File: src/rtl/fetch_ctrl_if.sv
// Fetch-side bus bundle: instruction-cache request/response, PC redirect and issue handshake.
// master = fetch controller, slave = cache/redirect/decoder environment.
interface fetch_ctrl_if;
  logic        icache_req;
  logic [31:0] icache_addr;
  logic        icache_valid;
  logic [31:0] icache_data;
  logic        redirect_valid;
  logic [31:0] redirect_pc;
  logic        iss_valid;
  logic [31:0] iss_ins;
  logic [31:0] iss_pc;
  logic        iss_ready;

  modport master (
    output icache_req, icache_addr, iss_valid, iss_ins, iss_pc,
    input  icache_valid, icache_data, redirect_valid, redirect_pc, iss_ready
  );

  modport slave (
    input  icache_req, icache_addr, iss_valid, iss_ins, iss_pc,
    output icache_valid, icache_data, redirect_valid, redirect_pc, iss_ready
  );
endinterface

File: src/rtl/fetch_ctrl.sv
// Instruction fetch controller: one outstanding icache request, JAL-aware next-PC,
// redirect flush, and a circular instruction queue feeding the decoder.
//
// state | meaning
// IDLE  | no request outstanding; issue one when the queue has room
// WAIT  | request outstanding; address held until the response strobe
// DROP  | request outstanding but redirected; its response is discarded
module fetch_ctrl #(
  parameter logic [31:0] RESET_PC = 32'h0000_0000,
  parameter int unsigned QDEPTH   = 4
) (
  input logic          clk_in,
  input logic          rst_in,
  input logic          rdy_in,
  fetch_ctrl_if.master bus
);
  localparam int unsigned PW = $clog2(QDEPTH);
  localparam int unsigned CW = PW + 1;
  localparam logic [CW-1:0] FULL = CW'(QDEPTH);

  typedef enum logic [1:0] {IDLE, WAIT, DROP} state_t;

  state_t        state_q, state_d;
  logic          req_q, req_d;
  logic [31:0]   addr_q, addr_d;
  logic [31:0]   pc_q, pc_d;
  logic [PW-1:0] head_q, tail_q;
  logic [CW-1:0] count_q;
  logic [31:0]   mem_ins [QDEPTH];
  logic [31:0]   mem_pc  [QDEPTH];
  logic          enq, deq, flush, iss_valid;
  logic [31:0]   jal_imm, pc_seq;

  assign jal_imm = {{11{bus.icache_data[31]}}, bus.icache_data[31], bus.icache_data[19:12],
                    bus.icache_data[20], bus.icache_data[30:21], 1'b0};
  assign pc_seq  = (bus.icache_data[6:0] == 7'b1101111) ? pc_q + jal_imm : pc_q + 32'd4;

  assign iss_valid   = (count_q != '0);
  assign bus.iss_valid = iss_valid;
  assign bus.iss_ins   = iss_valid ? mem_ins[head_q] : '0;
  assign bus.iss_pc    = iss_valid ? mem_pc[head_q]  : '0;
  assign bus.icache_req  = req_q;
  assign bus.icache_addr = addr_q;

  always_ff @(posedge clk_in) begin
    if (rst_in) begin
      state_q <= IDLE;
      req_q   <= 1'b0;
      addr_q  <= '0;
      pc_q    <= RESET_PC;
    end else begin
      state_q <= state_d;
      req_q   <= req_d;
      addr_q  <= addr_d;
      pc_q    <= pc_d;
    end
  end

  always_comb begin
    state_d = state_q;
    req_d   = req_q;
    addr_d  = addr_q;
    pc_d    = pc_q;
    enq     = 1'b0;
    flush   = 1'b0;
    deq     = rdy_in & iss_valid & bus.iss_ready & ~bus.redirect_valid;
    if (rdy_in) begin
      if (bus.redirect_valid) begin
        flush = 1'b1;
        pc_d  = bus.redirect_pc;
      end
      unique case (state_q)
        IDLE: begin
          // Full-queue test uses the registered count, so a same-cycle dequeue delays the request by one cycle.
          if (!bus.redirect_valid && count_q < FULL) begin
            state_d = WAIT;
            req_d   = 1'b1;
            addr_d  = pc_q;
          end
        end
        WAIT: begin
          if (bus.redirect_valid) begin
            req_d   = 1'b0;
            state_d = bus.icache_valid ? IDLE : DROP;
          end else if (bus.icache_valid) begin
            req_d   = 1'b0;
            enq     = 1'b1;
            pc_d    = pc_seq;
            state_d = IDLE;
          end
        end
        DROP: begin
          if (bus.icache_valid) state_d = IDLE;
        end
        default: state_d = IDLE;
      endcase
    end
  end

  always_ff @(posedge clk_in) begin
    if (rst_in || flush) begin
      head_q  <= '0;
      tail_q  <= '0;
      count_q <= '0;
    end else begin
      if (enq) tail_q <= tail_q + 1'b1;
      if (deq) head_q <= head_q + 1'b1;
      if (enq && !deq)      count_q <= count_q + 1'b1;
      else if (!enq && deq) count_q <= count_q - 1'b1;
    end
  end

  always_ff @(posedge clk_in) begin
    if (!rst_in && enq) begin
      mem_ins[tail_q] <= bus.icache_data;
      mem_pc[tail_q]  <= pc_q;
    end
  end
endmodule
File: src/flat_wrapper.sv
// flat-port wrapper written by rule: the top's interface ports become plain ports
module fetch_ctrl_flat 
#(
  parameter logic [31:0] RESET_PC = 32'h0000_0000,
  parameter int unsigned QDEPTH   = 4
)
  (clk_in, rst_in, rdy_in, bus_icache_req, bus_icache_addr, bus_iss_valid, bus_iss_ins, bus_iss_pc, bus_icache_valid, bus_icache_data, bus_redirect_valid, bus_redirect_pc, bus_iss_ready);
  fetch_ctrl_if bus_i ();
  input logic clk_in;
  input logic rst_in;
  input logic rdy_in;
  output wire logic [$bits(bus_i.icache_req)-1:0] bus_icache_req;
  output wire logic [$bits(bus_i.icache_addr)-1:0] bus_icache_addr;
  output wire logic [$bits(bus_i.iss_valid)-1:0] bus_iss_valid;
  output wire logic [$bits(bus_i.iss_ins)-1:0] bus_iss_ins;
  output wire logic [$bits(bus_i.iss_pc)-1:0] bus_iss_pc;
  input wire logic [$bits(bus_i.icache_valid)-1:0] bus_icache_valid;
  input wire logic [$bits(bus_i.icache_data)-1:0] bus_icache_data;
  input wire logic [$bits(bus_i.redirect_valid)-1:0] bus_redirect_valid;
  input wire logic [$bits(bus_i.redirect_pc)-1:0] bus_redirect_pc;
  input wire logic [$bits(bus_i.iss_ready)-1:0] bus_iss_ready;
  assign bus_icache_req = bus_i.icache_req;
  assign bus_icache_addr = bus_i.icache_addr;
  assign bus_iss_valid = bus_i.iss_valid;
  assign bus_iss_ins = bus_i.iss_ins;
  assign bus_iss_pc = bus_i.iss_pc;
  assign bus_i.icache_valid = bus_icache_valid;
  assign bus_i.icache_data = bus_icache_data;
  assign bus_i.redirect_valid = bus_redirect_valid;
  assign bus_i.redirect_pc = bus_redirect_pc;
  assign bus_i.iss_ready = bus_iss_ready;
  fetch_ctrl #(.RESET_PC(RESET_PC), .QDEPTH(QDEPTH)) u_core (.clk_in(clk_in), .rst_in(rst_in), .rdy_in(rdy_in), .bus(bus_i));
endmodule
File: config.mk
export PLATFORM = sky130hd
export DESIGN_NAME = fetch_ctrl_flat
export DESIGN_NICKNAME = d
export VERILOG_FILES = /design/src/rtl/fetch_ctrl_if.sv /design/src/rtl/fetch_ctrl.sv /design/src/flat_wrapper.sv
export SDC_FILE = /design/constraint.sdc
export NUM_CORES = 1
export LEC_CHECK = 0
export BUFFER_PORTS_ARGS = -buffer_cell sky130_fd_sc_hd__clkbuf_2
export CELL_PAD_IN_SITES_DETAIL_PLACEMENT = 1
export CELL_PAD_IN_SITES_GLOBAL_PLACEMENT = 1
export CORE_MARGIN = 1.5
export CORE_UTILIZATION = 48
export CTS_CLUSTER_DIAMETER = 150
export DETAILED_ROUTE_END_ITERATION = 16
export HOLD_SLACK_MARGIN = 0.06
export PLACE_DENSITY_LB_ADDON = 0.1
export SLEW_MARGIN = 20
export SYNTH_ARGS = -nofsm -noshare
export SYNTH_HDL_FRONTEND = slang
export SYNTH_SLANG_ARGS = --single-unit
export TNS_END_PERCENT = 100
File: constraint.sdc
create_clock -name clk_in -period 3.9 [get_ports clk_in]
set_input_delay 0.195 -clock clk_in [delete_from_list [all_inputs] [get_ports clk_in]]
set_output_delay 0.195 -clock clk_in [all_outputs]
set_load 0.01 [all_outputs]
# Word level (Yosys, flattened, before mapping)
# Memory sizes are Yosys's and may differ from the RTL's. A register that Yosys moved wholly into a read port is not among the register bits.
# Cells that the tools add are included.
[totals]
out_inout_bits = 98
elab_cells = 71
ram_bits = 256
inputBits = 70
regBits = 74
mem_count = 2
[memory_table]
columns = ["name", "words", "word_bits", "read_ports", "rd_ports_with_merged_regs", "write_ports", "line", "source"]
rows = [
  ["u_core.mem_ins", 4, 32, 1, 1, 1, "fetch_ctrl.sv:29", "logic [31:0] mem_ins [QDEPTH];"],
  ["u_core.mem_pc", 4, 32, 1, 1, 1, "fetch_ctrl.sv:30", "logic [31:0] mem_pc [QDEPTH];"],
]
[classes]
magnitude_cmp = 1
reduce_logical = 16
n_mux = 30
bitwise = 4
add_sub_neg = 6
n_eq_ne = 5
[ops]
columns = ["op", "count"]
rows = [
  ["32-bit two-way mux", 7],
  ["32-bit by 3-bit adder with 32-bit output, second input constant", 1],
  ["32-bit adder", 1],
  ["2-bit two-way mux", 8],
  ["1-bit two-way mux", 11],
  ["7-bit == test, second input constant", 1],
  ["3-bit two-way mux", 2],
  ["2-bit case mux with 3 select lines", 1],
  ["2-bit by 1-bit adder with 2-bit output, second input constant", 2],
  ["1-bit logical AND", 4],
  ["1-bit logical NOT", 4],
  ["4-bit AND reduction", 1],
  ["2-bit nonzero test", 2],
  ["3-bit by 1-bit adder with 3-bit output, second input constant", 1],
  ["1-bit AND", 3],
  ["3-bit less-than comparator, second input constant", 1],
  ["3-bit inequality test, second input constant", 1],
  ["3-bit AND reduction", 1],
  ["3-bit nonzero test", 1],
  ["3-bit by 1-bit subtractor with 3-bit output, second input constant", 1],
  ["2-bit by 1-bit == test with 1-bit output, second input constant", 1],
  ["2-bit == test, second input constant", 1],
  ["2-bit logical NOT", 1],
  ["2-bit by 1-bit inequality test with 1-bit output, second input constant", 1],
  ["4 further kinds", 4],
]

# Longest topological paths before layout
[logic_depth]
ltp_word = 8
ltp_mapped = 12
mapped_depth_nobuf = 11

# Worst setup path before layout
# OpenSTA, ideal clock, no wires.
[synth_timing]
path_kind = "register to register"
startpoint = "reg u_core.state_q[0]"
endpoint = "mem u_core.mem_ins[1][0], enable pin"
required_ns = 3.471
period_less_slack_ns = 3.574
path_buffers = 3
arrival_ns = 3.145
path_slack_ns = 0.326
stages_incl_launch_ff = 8
setup_time_ns = 0.429
path_cell_list = "dfxtp_1 > nor4bb_1 > clkbuf_1 > nand2_1 > inv_2 > clkbuf_1 > buf_2 > and3_1"
[synth_between]
elab_chain_len = 6
[synth_rtl]
columns = ["element", "line", "source"]
rows = [
  ["start, declared", "fetch_ctrl.sv:23", "state_t state_q, state_d;"],
  ["start signal, assigned", "fetch_ctrl.sv:52", "state_q <= state_d;"],
  ["2-bit by 1-bit == test with 1-bit output", "fetch_ctrl.sv:72", "unique case (state_q)"],
  ["1-bit two-way mux", "fetch_ctrl.sv:72", ""],
  ["1-bit two-way mux", "fetch_ctrl.sv:67", "if (rdy_in) begin"],
  ["via u_core.enq", "fetch_ctrl.sv:31", "logic enq, deq, flush, iss_valid;"],
  ["1-bit logical AND", "fetch_ctrl.sv:114", "if (!rst_in && enq) begin"],
  ["1-bit two-way mux", "fetch_ctrl.sv:114", ""],
  ["1-bit two-way mux (not written as such)", "fetch_ctrl.sv:115", "mem_ins[tail_q] <= bus.icache_data;"],
  ["end, declared", "fetch_ctrl.sv:29", ""],
]
# The timed path passes the listed nets, and every way through them passes these cells.

# Final worst setup path
[layout_timing]
startpoint = "reg u_core.pc_q[1]"
endpoint = "reg u_core.pc_q[29]"
[layout_between]
elab_chain_len = 5
word_cells_on_any_way = 6
classes_between = "add/sub: 2; mux: 4"
[layout_rtl]
columns = ["element", "line", "source"]
rows = [
  ["start, declared", "fetch_ctrl.sv:26", "logic [31:0] pc_q, pc_d;"],
  ["start signal, assigned", "fetch_ctrl.sv:55", "pc_q <= pc_d;"],
  ["32-bit by 3-bit adder with 32-bit output / 32-bit adder (equally long branches)", "fetch_ctrl.sv:36", "assign pc_seq = (bus.icache_data[6:0] == 7'b1101111) ? pc_q + jal_imm : pc_q + 32'd4;"],
  ["32-bit two-way mux (*)", "fetch_ctrl.sv:36", ""],
  ["32-bit two-way mux (*)", "fetch_ctrl.sv:85", "end else if (bus.icache_valid) begin"],
  ["32-bit two-way mux (*)", "fetch_ctrl.sv:82", "if (bus.redirect_valid) begin"],
  ["32-bit two-way mux (*)", "fetch_ctrl.sv:72", ""],
]
# Every way passes the cells marked *; elsewhere a longest branch is shown, timed or not.
# A chain may end at the register's enable or synchronous reset.

==> run metrics <==
status=finished, final reports clean; sequential fraction of the synthesis area=60.5%; Main synth FF type=edfxtp_1; asr flop ratio synth=0%; CTS HTree Levels=2; number of synthesized flops with an enable pin=roughly 260; Cell Area, Synth=about 0.015 mm²; port bufs=around 170; Min-Delay Path Depth=4; GPL Wtd Cong=about 0.88; Pwr Total=approximately 8000 µW; Wirelength per Cell=between 20 and 25 µm; max_cap viols=0; grt ovf=0; Mean Syn Cell Area=13.2 µm²; maximum VDD drop=between 0.0003 and 0.0004 V; Worst-path clk slew=60 ps; area delta synth->final=20.6%; later-pin clock latency in the skew report=~530 ps; PwrDens=about 430 mW/mm²; critical path required time=around 4400 ps; leading cell types by count after synthesis=256 x edfxtp_1, 122 x nand2_1, 91 x a21oi_1; Layout Nets=between 1000 and 1500; Hold Crit Start=bus_redirect_pc[8]; Reg2Reg Setup Slack=a little under 700 ps; Mapped Cells=1152; RR Startpoint=u_core.pc_q[1]; vias in the first global route=about 11000; Crit Path Max Fanout=7; synth warn=0; crit end category=flop; Final setup viols=0; Startpoint Class=flop; DRC viols=0; Min-Delay Path Class=in -> reg; worst-margin pin slew=about 940 ps; Reg2Reg Depth=11; Tot GR Track Use=a little over a quarter; reg2reg end=u_core.pc_q[29]; Die Y=between 150 and 200 µm; top cell type's share of synthesized area=between 50 and 60%; fin crit period=3210 ps; Initial DRC Count=~740; initial antenna violation count=0; RSZ-0062 raised after global routing=false; Slew Limit Fails=0; Clock Skew=between 15 and 20 ps; crit share post-route=82.3%; fmax=312 MHz; top-count cell post-synth=edfxtp_1; # rows=65; io pins=approximately 170; setup tns final=0 ps; starting density of the core=just under 50%; Setup Buffers After CTS=0; # clock sinks=332; share of layout cells above drive strength 1=roughly a quarter; clk buf depth=3; ant diodes=0; Pre-Repair DR Iteration Count=5; CTS tree=built; Hold Path End=u_core.pc_q[8]; CTS root buf=clkbuf_16; largest net degree at the start of global routing=67; CTS Buf Count=37; syn nets=approximately 1300; Slew HR=approximately 37%; Die X=181 µm; Synth area leaders=edfxtp_1 51%, dfxtp_1 10%, mux4_2 9.5%, nand2_1 3.0%, a21oi_1 3.0%; Routed WL=between 40000 and 50000 µm; Hold Fails Final Rpt=0; Crit Path Class=reg -> reg; library cells used by synthesis=77; vias=around 11000; first-pass GRT wire length=roughly 66000 µm; Critical Path AT=3660 ps; post-detailed-route count of antenna-violating nets=0; die area=roughly 0.033 mm²; Pleak=between 0.006 and 0.007 µW; Yosys reg bits=approximately 330; core area=0.0314 mm²; DPL Wire Length=about 27000 µm; Yosys top cell by area=edfxtp_1; DR vias/cell=between 5 and 6
report_power, final:
part	internal, µW	total (µW)	switching [µW]
Combinational	234	596	362
Clock	2060	3480	1410
Sequential	3830	3890	56.2
Total	6130	7960	1830
cell families (layout without fill, tap and decap cells):
kind of cell / Yosys count / in the layout / share of synthesized area [%]
XOR/XNOR: 42 / 42 / 2.42
AND/OR/NAND/NOR: 378 / 378 / 12.6
multiplexers: 68 / 68 / 9.74
adder cells (fa/ha/maj): 38 / 38 / 3.22
AO/OA/AOI/OAI: 220 / 220 / 9.37
buffers and inverters: 74 / 334 / 2.09
flip-flops: 332 / 332 / 60.5
flip-flops by register name, summed over array words and instances (netlist names), named ones only:
name                    flops
u_core.bus.icache_addr     32
u_core.head_q               2
u_core.count_q              3
u_core.tail_q               2
u_core.mem_ins            128
u_core.pc_q                32
u_core.bus.icache_req       1
u_core.state_q              2
u_core.mem_pc             128
critical path, stage by stage, from the launching register on:
cell,delay [ps]
dfxtp_1,510
ha_1,250
inv_1,60
fa_1,450
nor2b_4,150
o31a_1,180
o2111a_2,250
o21ai_4,80
o31ai_4,390
a21oi_1,190
or4_1,430
a31oi_1,180
final cells by class:
class,count,area [µm²]
Clock inverter,16,140
Clock buffer,52,1070
Fill cell,3197,13000
Tap cell,402,503
Inverter,18,67.6
Multi-Input combinational cell,746,5700
Sequential cell,332,9210
Timing Repair Buffer,248,1650
how the worst max path moves through the flow:
stage,start,end,slack (ps),cells after the start
floorplan,u_core.state_q[0],u_core.mem_ins[1][0],330,7
global placement,u_core.pc_q[1],u_core.pc_q[29],890,11
detailed placement,u_core.pc_q[1],u_core.pc_q[29],740,11
CTS,u_core.pc_q[1],u_core.pc_q[29],720,11
global route,u_core.pc_q[1],u_core.pc_q[29],580,11
finish,u_core.pc_q[1],u_core.pc_q[29],690,11
layer usage:
layer	GRT usage [%]	share of wire, %
met3	3.75	5.0
met4	6.93	2.1
met2	42.7	47
met1	37.7	46
met5	0	0
per-stage QoR:
step	setup slack [ps]	cells	hold slack (ps)	utilization [%]	area, µm²
2_1_floorplan	326	1152	294	-	15200
3_3_place_gp	888	1694	417	52.9	16600
3_5_place_dp	735	1694	422	52.9	16600
4_1_cts	716	1814	72.8	58.4	18300
5_1_grt	583	1814	85.7	58.4	18300
6_report	692	1814	73.4	58.4	18300
cells in the final DEF, fill, tap and decap left out, types with 24 or more instances in the layout:
cell	n
a21oi_1	91
and2_1	68
clkbuf_16	39
clkbuf_2	167
dfxtp_1	74
dlygate4sd3_1	52
edfxtp_1	256
ha_1	36
mux4_2	64
nand2_1	121
nand3_1	26
nor2_1	67
o21ai_0	24
repair_timing:
action | CTS | global route
resized for setup | 0 | 0
hold buffers | 52 | 0
endpoints found under the hold margin | 145 | 0
Power figures use the tool's default switching activity.
